$ cat src/rtl/led_driver.sv
// Multi-channel LED driver: per-channel off/on/blink/PWM with registered, polarity-selectable pins.
// Define LED_BREATHE_EN to make PWM mode follow a shared triangle-wave breathe ramp instead of duty_i.
module led_driver #(
  parameter int N_CH       = 3,
  parameter int CNT_W      = 16,
  parameter int PWM_W      = 8,
  parameter bit ACTIVE_LOW = 1'b0
) (
  input  logic                  clk100,
  input  logic                  rst_n,
  input  logic [2*N_CH-1:0]     mode_i,
  input  logic [PWM_W*N_CH-1:0] duty_i,
  output logic                  tick_o,
  output logic                  blink_o,
  output logic [N_CH-1:0]       led_o
);

  localparam logic [1:0]       MODE_OFF   = 2'b00;
  localparam logic [1:0]       MODE_ON    = 2'b01;
  localparam logic [1:0]       MODE_BLINK = 2'b10;
  localparam logic [1:0]       MODE_PWM   = 2'b11;
  localparam logic [CNT_W-1:0] PRESC_ONE  = {{(CNT_W-1){1'b0}}, 1'b1};
  localparam logic [PWM_W-1:0] PWM_ONE    = {{(PWM_W-1){1'b0}}, 1'b1};

  logic [CNT_W-1:0] r_presc;
  logic             r_tick;
  logic             r_blink;
  logic [PWM_W-1:0] r_pwm_cnt;
  logic [PWM_W-1:0] r_duty_q [N_CH];
  logic [N_CH-1:0]  r_led;

  logic             w_presc_wrap;
  logic             w_pwm_wrap;
  logic [PWM_W-1:0] w_duty_src [N_CH];
  logic [N_CH-1:0]  w_pwm_on;
  logic [N_CH-1:0]  w_led_nxt;

  assign w_presc_wrap = &r_presc;
  assign w_pwm_wrap   = &r_pwm_cnt;

  always_ff @(posedge clk100 or negedge rst_n) begin
    if (!rst_n) begin
      r_presc   <= '0;
      r_tick    <= 1'b0;
      r_blink   <= 1'b0;
      r_pwm_cnt <= '0;
    end else begin
      r_presc   <= r_presc + PRESC_ONE;
      r_tick    <= w_presc_wrap;
      r_pwm_cnt <= r_pwm_cnt + PWM_ONE;
      if (w_presc_wrap) r_blink <= ~r_blink;
    end
  end

`ifdef LED_BREATHE_EN
  logic [PWM_W-1:0] r_ramp;
  logic             r_ramp_dn;
  logic [PWM_W-1:0] w_ramp_nxt;

  assign w_ramp_nxt = r_ramp_dn ? (r_ramp - PWM_ONE) : (r_ramp + PWM_ONE);

  // Ramp reverses direction when it lands on either end, giving a triangle wave.
  always_ff @(posedge clk100 or negedge rst_n) begin
    if (!rst_n) begin
      r_ramp    <= '0;
      r_ramp_dn <= 1'b0;
    end else if (w_presc_wrap) begin
      r_ramp <= w_ramp_nxt;
      if (!r_ramp_dn && (&w_ramp_nxt))
        r_ramp_dn <= 1'b1;
      else if (r_ramp_dn && (w_ramp_nxt == '0))
        r_ramp_dn <= 1'b0;
    end
  end

  always_comb begin
    for (int i = 0; i < N_CH; i++) begin
      w_duty_src[i] = duty_i[PWM_W*i +: PWM_W];
      if (mode_i[2*i +: 2] == MODE_PWM) w_duty_src[i] = r_ramp;
    end
  end
`else
  always_comb begin
    for (int i = 0; i < N_CH; i++) begin
      w_duty_src[i] = duty_i[PWM_W*i +: PWM_W];
    end
  end
`endif

  // Shadow loads only at the period boundary so a duty change never cuts a period short.
  always_ff @(posedge clk100 or negedge rst_n) begin
    if (!rst_n) begin
      for (int i = 0; i < N_CH; i++) r_duty_q[i] <= '0;
    end else if (w_pwm_wrap) begin
      for (int i = 0; i < N_CH; i++) r_duty_q[i] <= w_duty_src[i];
    end
  end

  always_comb begin
    w_pwm_on  = '0;
    w_led_nxt = '0;
    for (int i = 0; i < N_CH; i++) begin
      w_pwm_on[i] = (r_pwm_cnt < r_duty_q[i]);
      case (mode_i[2*i +: 2])
        MODE_OFF:   w_led_nxt[i] = 1'b0;
        MODE_ON:    w_led_nxt[i] = 1'b1;
        MODE_BLINK: w_led_nxt[i] = r_blink;
        default:    w_led_nxt[i] = w_pwm_on[i];
      endcase
    end
  end

  always_ff @(posedge clk100 or negedge rst_n) begin
    if (!rst_n) r_led <= {N_CH{ACTIVE_LOW}};
    else        r_led <= w_led_nxt ^ {N_CH{ACTIVE_LOW}};
  end

  assign tick_o  = r_tick;
  assign blink_o = r_blink;
  assign led_o   = r_led;

endmodule
$ cat config.mk
export PLATFORM = sky130hd
export DESIGN_NAME = led_driver
export DESIGN_NICKNAME = d
export VERILOG_FILES = /design/src/rtl/led_driver.sv
export SDC_FILE = /design/constraint.sdc
export NUM_CORES = 1
export LEC_CHECK = 0
export BUFFER_PORTS_ARGS = -buffer_cell sky130_fd_sc_hd__clkbuf_2
export CELL_PAD_IN_SITES_DETAIL_PLACEMENT = 1
export CELL_PAD_IN_SITES_GLOBAL_PLACEMENT = 1
export CORE_UTILIZATION = 31
export DETAILED_ROUTE_END_ITERATION = 7
export PLACE_DENSITY_LB_ADDON = 0.1
export REMOVE_ABC_BUFFERS = 1
export SETUP_SLACK_MARGIN = 0.15
export SYNTH_ARGS = -nofsm -noshare
export SYNTH_HDL_FRONTEND = slang
export SYNTH_SLANG_ARGS = --single-unit
$ cat constraint.sdc
create_clock -name clk100 -period 1.7 [get_ports clk100]
set_input_delay 0.085 -clock clk100 [delete_from_list [all_inputs] [get_ports clk100]]
set_output_delay 0.085 -clock clk100 [all_outputs]
set_load 0.005 [all_outputs]
==> flow_summary.ini, run 1 <==
[layout]
multi_input_area_mm2 = 0.00135
fin_cells = 400
antenna_cells = 0
area_growth_pct = 28.8
n_fill_cell = 926
seq_area_mm2 = 0.00133
drive_above_1_share_pct = 31.2
fin_nets = 349

[synth]
synth_seq_cells = 53
netlist_instances = 221
synth_top_area_cell = dfrtp_1
async_reset_ff_share_pct = 100
ys_types = 30
yosys_warnings = 0
synth_ff_type = dfrtp_1
synth_edf_count = 0
yosysSeqAreaShare_pct = 48.3
synth.top_cell.area_share_pct = 48.3
syn_area_per_cell_um2 = 12.4
synth_area_leaders = dfrtp_1 48%, mux2_4 11%, ha_1 10%
synth_area_mm2 = 0.00274

[timing]
finalSetupViolCount = 0
finalSetupTns_ns = 0
grt_setup_unrepaired = true
min_period_over_period_pct = 89.2
finalCriticalPeriod_ns = 1.52
fmax_mhz = 659
slew_headroom_pct = 63.1
skew_ns = 0.00584
hold_viol_final = 0
slew_viol_final = 0
tightestPinTransition_ns = 0.553

[clock_tree]
cts_sinks = 53
clk_pin_slew_worst_paths_ns = 0.10
cts_tree = yes
cts_inserted_buffers = 5
root_buffer = clkbuf_8
ctsHtreeMaxLevel = 2
clk_latency_ns = 0.31
clock_path_buffers = 2

[floorplan]
rows = 33
start_util_pct = 32.7
pin_count = 37
die_height_um = 96.1
core-area_mm2 = 0.00838
dieArea_mm2 = 0.00923
die_w_um = 96.1

[placed_design]
port_buffers = 36
routabilityCongestion = 0.687
place_hpwl_um = 4290
placed_cells_incl_taps = 369

[drt]
num_vias = 1862
drc = 0
initialDrtViolationCount = 7
vias_per_cell = 4.66
dr.pass1.iters = 4
wl_um = 5850
avgRoutedWirePerCell_um = 14.6
ant_nets = 0

[global_route]
grt_max_degree = 21
grt_pass1_vias = 1972
grt_antenna_before_repair = 0
grt_use_total_pct = 13.8
grt_pass1_wl_um = 9380
overflow = 0

[setup_path]
crit_arrival_ns = 1.72
criticalPathCategory = reg2reg
endpoint_kind = flip-flop
cp_max_fo = 11
required_ns = 1.90
crit_path_start_kind = flip-flop

[power]
peakVddDrop_uv = 312
powerDensity_mw_per_mm2 = 615
p_total_w = 0.00218
cellLeakagePower_nw = 1.64

[run_status]
status = completed

[hold_path]
hold_path.class = in2reg

[job]
maxCapViolations = 0
==> kinds of logic (layout without fill, tap and decap cells) <==
kind of cell	after synthesis	count (layout)	share of synthesized area (%)
simple gates	58	58	12.4
flops	53	53	48.3
buf+inv	30	104	5.61
mux	24	24	12.6
fa+ha+maj	23	23	10.5
xor+xnor	21	21	6.98
compound gates	12	12	3.56
==> timing repair <==
item / 4_1_cts / 5_1_grt
gates resized for setup: 10 / 5
hold buffers: 21 / 0
setup endpoints to repair: 27 / 28
pin swaps: 0 / 5
setup buffers: 0 / 1
hold endpoints to repair: 38 / 0
gates cloned: 0 / 1
==> Yosys cell counts (4+ instances only) <==
library cell	number
dfrtp_1	53
ha_1	23
inv_1	26
mux2_1	4
mux2_4	20
nand2_1	10
nand2b_1	4
nand3_1	10
nand4_1	10
nor2_1	6
nor3_1	6
xnor2_1	11
xor2_1	9
==> cells in the final DEF (no fill, tap or decap) <==
cell type	count
a2111oi_4	3
a21o_1	3
and3_1	1
and3_4	1
and4_2	1
and4_4	1
buf_12	2
buf_4	10
clkbuf_16	1
clkbuf_2	36
clkbuf_8	6
clkinv_4	1
dfrtp_1	53
dlygate4sd3_1	21
ha_1	22
ha_4	1
inv_1	26
inv_6	1
mux2_1	4
mux2_4	20
nand2_1	10
nand2b_1	4
nand3_1	10
nand3_2	1
nand3_4	1
nand4_1	10
nand4b_1	3
nor2_1	6
nor2_2	1
nor3_1	4
nor3_2	3
o21a_1	3
o221ai_1	3
or3_4	1
xnor2_1	11
xnor2_2	1
xor2_1	9
==> critical path, stage by stage (launching register included) <==
cell	delay, ns
dfrtp_1	0.36
ha_1	0.16
nand2_1	0.07
nor2_2	0.10
and3_4	0.25
buf_12	0.16
mux2_4	0.30
==> final timing paths <==
| check | from | depth (start not counted) | slack [ns] | end |
|---|---|---|---|---|
| max | r_pwm_cnt[0]$_DFF_PN0_ | 6 | 0.18 | r_duty_q[12]$_DFFE_PN0P_ |
| max in group asynchronous | rst_n | 3 | 0.77 | r_duty_q[17]$_DFFE_PN0P_ |
| min reg2reg | r_presc[14]$_DFF_PN0_ | 1 | 0.48 | r_presc[14]$_DFF_PN0_ |
| min in group asynchronous | rst_n | 2 | 0.28 | r_duty_q[11]$_DFFE_PN0P_ |
| max reg2reg | r_pwm_cnt[0]$_DFF_PN0_ | 6 | 0.18 | r_duty_q[12]$_DFFE_PN0P_ |
| min | duty_i[9] | 2 | 0.007 | r_duty_q[9]$_DFFE_PN0P_ |
==> cell type report <==
class	instances	area share, %
Inverter	26	2.76
Clock buffer	6	2.34
Clock inverter	2	0.496
Sequential cell	53	37.5
Multi-Input combinational cell	138	38.2
Timing Repair Buffer	70	15.0
Tap cell	105	3.72
==> report_power, final <==
group	leakage, nW	switching, W	internal, W	total [W]
sequential	0.709	0.00000143	0.00126	0.00126
clock	0.0518	0.000456	0.000340	0.000795
combinational	0.881	0.0000500	0.0000654	0.000115
==> metal layers <==
metal / wire length [um] / GRT usage, % / vias up
met5: 0 / 0 / -
met4: 74 / 4.48 / 0
met3: 154 / 2.84 / 8
met2: 2780 / 23.3 / 21
met1: 2840 / 17.6 / 924
li1: - / - / 909
==> per-stage QoR <==
stage	setup WS, ns	area, um2	hold WS, ns	utilization (%)
after floorplan	-0.528	2690	-0.211	-
after global placement	0.0000495	3110	0.101	37.1
after detailed placement	-0.00915	3110	0.108	37.1
after CTS	0.126	3460	0.000370	41.3
after global routing	0.0720	3530	0.00348	42.2
final	0.183	3530	0.00704	42.2
==> flip-flops by register name, summed over array words and instances (netlist names) <==
signal     count
r_presc       16
r_pwm_cnt      8
blink_o        1
tick_o         1
led_o          3
r_duty_q      24
Power figures use the tool's default switching activity.
==> run 2, diff against run 1 <==
CELL_PAD_IN_SITES_GLOBAL_PLACEMENT = 2   (was 1)
CTS_CLUSTER_DIAMETER = 40   (was unset)
PLACE_DENSITY = 0.74   (was unset)
PLACE_DENSITY_LB_ADDON = unset   (was 0.1)
==> run 2 against run 1 <==
Against the previous run: cell area is 1.2% higher; highest routed layer unchanged; clock power is 28% higher; maximum frequency is 4.8% lower; critical path depth stayed put; routed wire length is 0.17% lower; utilization is 0.49 points higher; worst setup slack worse by 0.077 ns; sequential cell count stayed put.
==> flow_summary.ini, run 2 (synthesized netlist as in run 1, its figures left out) <==
[setup_path]
crit_path_start_kind = flip-flop
rr_startpoint = r_pwm_cnt[0]$_DFF_PN0_
r2r_slack_ns = 0.11
criticalPathCategory = reg2reg
crit_start = r_pwm_cnt[0]$_DFF_PN0_
reg2reg_to = r_duty_q[17]$_DFFE_PN0P_
max_stage_delay_ns = 0.38
cp_slowest_cell = dfrtp_1
crit_arrival_ns = 1.79
crit_end = r_duty_q[17]$_DFFE_PN0P_
r2r_cells = 6
cp_max_fo = 10
required_ns = 1.89
endpoint_kind = flip-flop
worstPathCellList = ha_2, nand2_2, nor2_4, and3_4, buf_16, mux2_4

[drt]
initialDrtViolationCount = 21
vias_per_cell = 4.71
avgRoutedWirePerCell_um = 14.9
wl_um = 5840
ant_nets = 0
drc = 0
num_vias = 1851
dr.pass1.iters = 4

[timing]
finalCriticalPeriod_ns = 1.59
finalSetupTns_ns = 0
fmax_mhz = 627
hold_viol_final = 0
slew_headroom_pct = 80.6
tightestPinTransition_ns = 0.291
skew_ns = 0.00853
min_period_over_period_pct = 93.8
slew_viol_final = 0
grt_setup_unrepaired = true
finalSetupViolCount = 0

[floorplan]
rows = 33
start_util_pct = 32.7
core-area_mm2 = 0.00838
die_w_um = 96.1
dieArea_mm2 = 0.00923
pin_count = 37
die_height_um = 96.1

[power]
cellLeakagePower_nw = 1.65
p_total_w = 0.00239
powerDensity_mw_per_mm2 = 667
peakVddDrop_uv = 379

[clock_tree]
cts_inserted_buffers = 5
clk_latency_ns = 0.31
ctsHtreeMaxLevel = 2
cts_tree = yes
clock_path_buffers = 2
clk_pin_slew_worst_paths_ns = 0.10
cts_sinks = 53
root_buffer = clkbuf_8

[layout]
reg_top3 = r_duty_q (24), r_presc (16), r_pwm_cnt (8)
seq_area_mm2 = 0.00133
layout_common_cells = 52 x dfrtp_1, 36 x clkbuf_2, 26 x inv_1, 23 x mux2_4, 19 x ha_1
area_growth_pct = 30.3
fin_nets = 342
drive_above_1_share_pct = 34.7
layout_commonest_cell = dfrtp_1
antenna_cells = 0
n_fill_cell = 912
max_flop_register = r_duty_q
multi_input_area_mm2 = 0.00140
largest_reg_flops = 24

[global_route]
grt_use_total_pct = 14.0
grt_pass1_vias = 1904
overflow = 0
grt_max_degree = 54
grt_antenna_before_repair = 0
grt_pass1_wl_um = 9400

[run_status]
status = completed

[placed_design]
port_buffers = 36
routabilityCongestion = 0.745
place_hpwl_um = 4140

[hold_path]
hold_path.class = in2reg

[job]
maxCapViolations = 0
## run 2: changes by cell type in the layout (fill, tap and decap cells not counted), sizes merged
cell         previous run  this run
clkbuf                 43        42
inv                    27        26
bufinv                  0         2
dlygate4sd3            21        14
## run 2: worst min-delay path by stage
stage	cells past startpoint	end	startpoint	slack [ns]
floorplan	0	blink_o$_DFFE_PN0P_	rst_n	-0.21
global placement	2	r_duty_q[11]$_DFFE_PN0P_	rst_n	0.11
detailed placement	2	r_duty_q[11]$_DFFE_PN0P_	rst_n	0.11
CTS	2	r_duty_q[13]$_DFFE_PN0P_	duty_i[13]	0.0001
global route	2	r_duty_q[14]$_DFFE_PN0P_	duty_i[14]	0.001
finish	2	r_duty_q[21]$_DFFE_PN0P_	duty_i[5]	0.003
## run 2: timing repair
action,in CTS,in global routing
setup endpoints to repair,27,28
endpoints found under the hold margin,64,2
gates resized for setup,13,14
hold buffers,12,2
pin swaps,1,3
gates cloned,1,1
buffers inserted,0,1
## run 2: stage by stage
stage / setup WS (ns) / utilization [%] / instances / hold slack (ns) / instance area, um2
after floorplan: -0.528 / - / 217 / -0.211 / 2690
after global placement: 0.00459 / 37.0 / 368 / 0.107 / 3100
after detailed placement: -0.0703 / 37.0 / 368 / 0.112 / 3100
after CTS: 0.108 / 41.0 / 389 / 0.000133 / 3440
after global routing: 0.0503 / 42.7 / 393 / 0.00114 / 3580
final: 0.106 / 42.7 / 393 / 0.00284 / 3580
## run 2: area by class of cell
cell class              count  share of cell area (%)
clock buffers               5                    1.92
repair buffers             63                    13.5
well taps                 105                    3.67
multi-input cells         138                    39.2
clock inverters             3                    1.82
flip-flops and latches     53                    37.1
inverters                  26                    2.73
## run 2: power breakdown
| group | total, W | internal [W] | leakage (nW) | switching, W |
|---|---|---|---|---|
| logic | 0.000105 | 0.0000571 | 0.878 | 0.0000483 |
| registers | 0.00126 | 0.00126 | 0.707 | 0.00000135 |
| clock network | 0.00102 | 0.000585 | 0.0681 | 0.000432 |
## run 2: metal layers
layer	part of all wire (%)	GRT usage, %	wire length [um]
met5	0	0	0
met4	1.7	5.10	97
met3	2.9	2.92	167
met2	48	22.7	2790
met1	48	18.3	2790
## run 2: critical path: cells and delay by family (launching register included)
family / cells / cell delay [ns]
fa+ha+maj: 1 / 0.20
buf+inv: 1 / 0.17
flops: 1 / 0.38
mux: 1 / 0.30
simple gates: 3 / 0.43
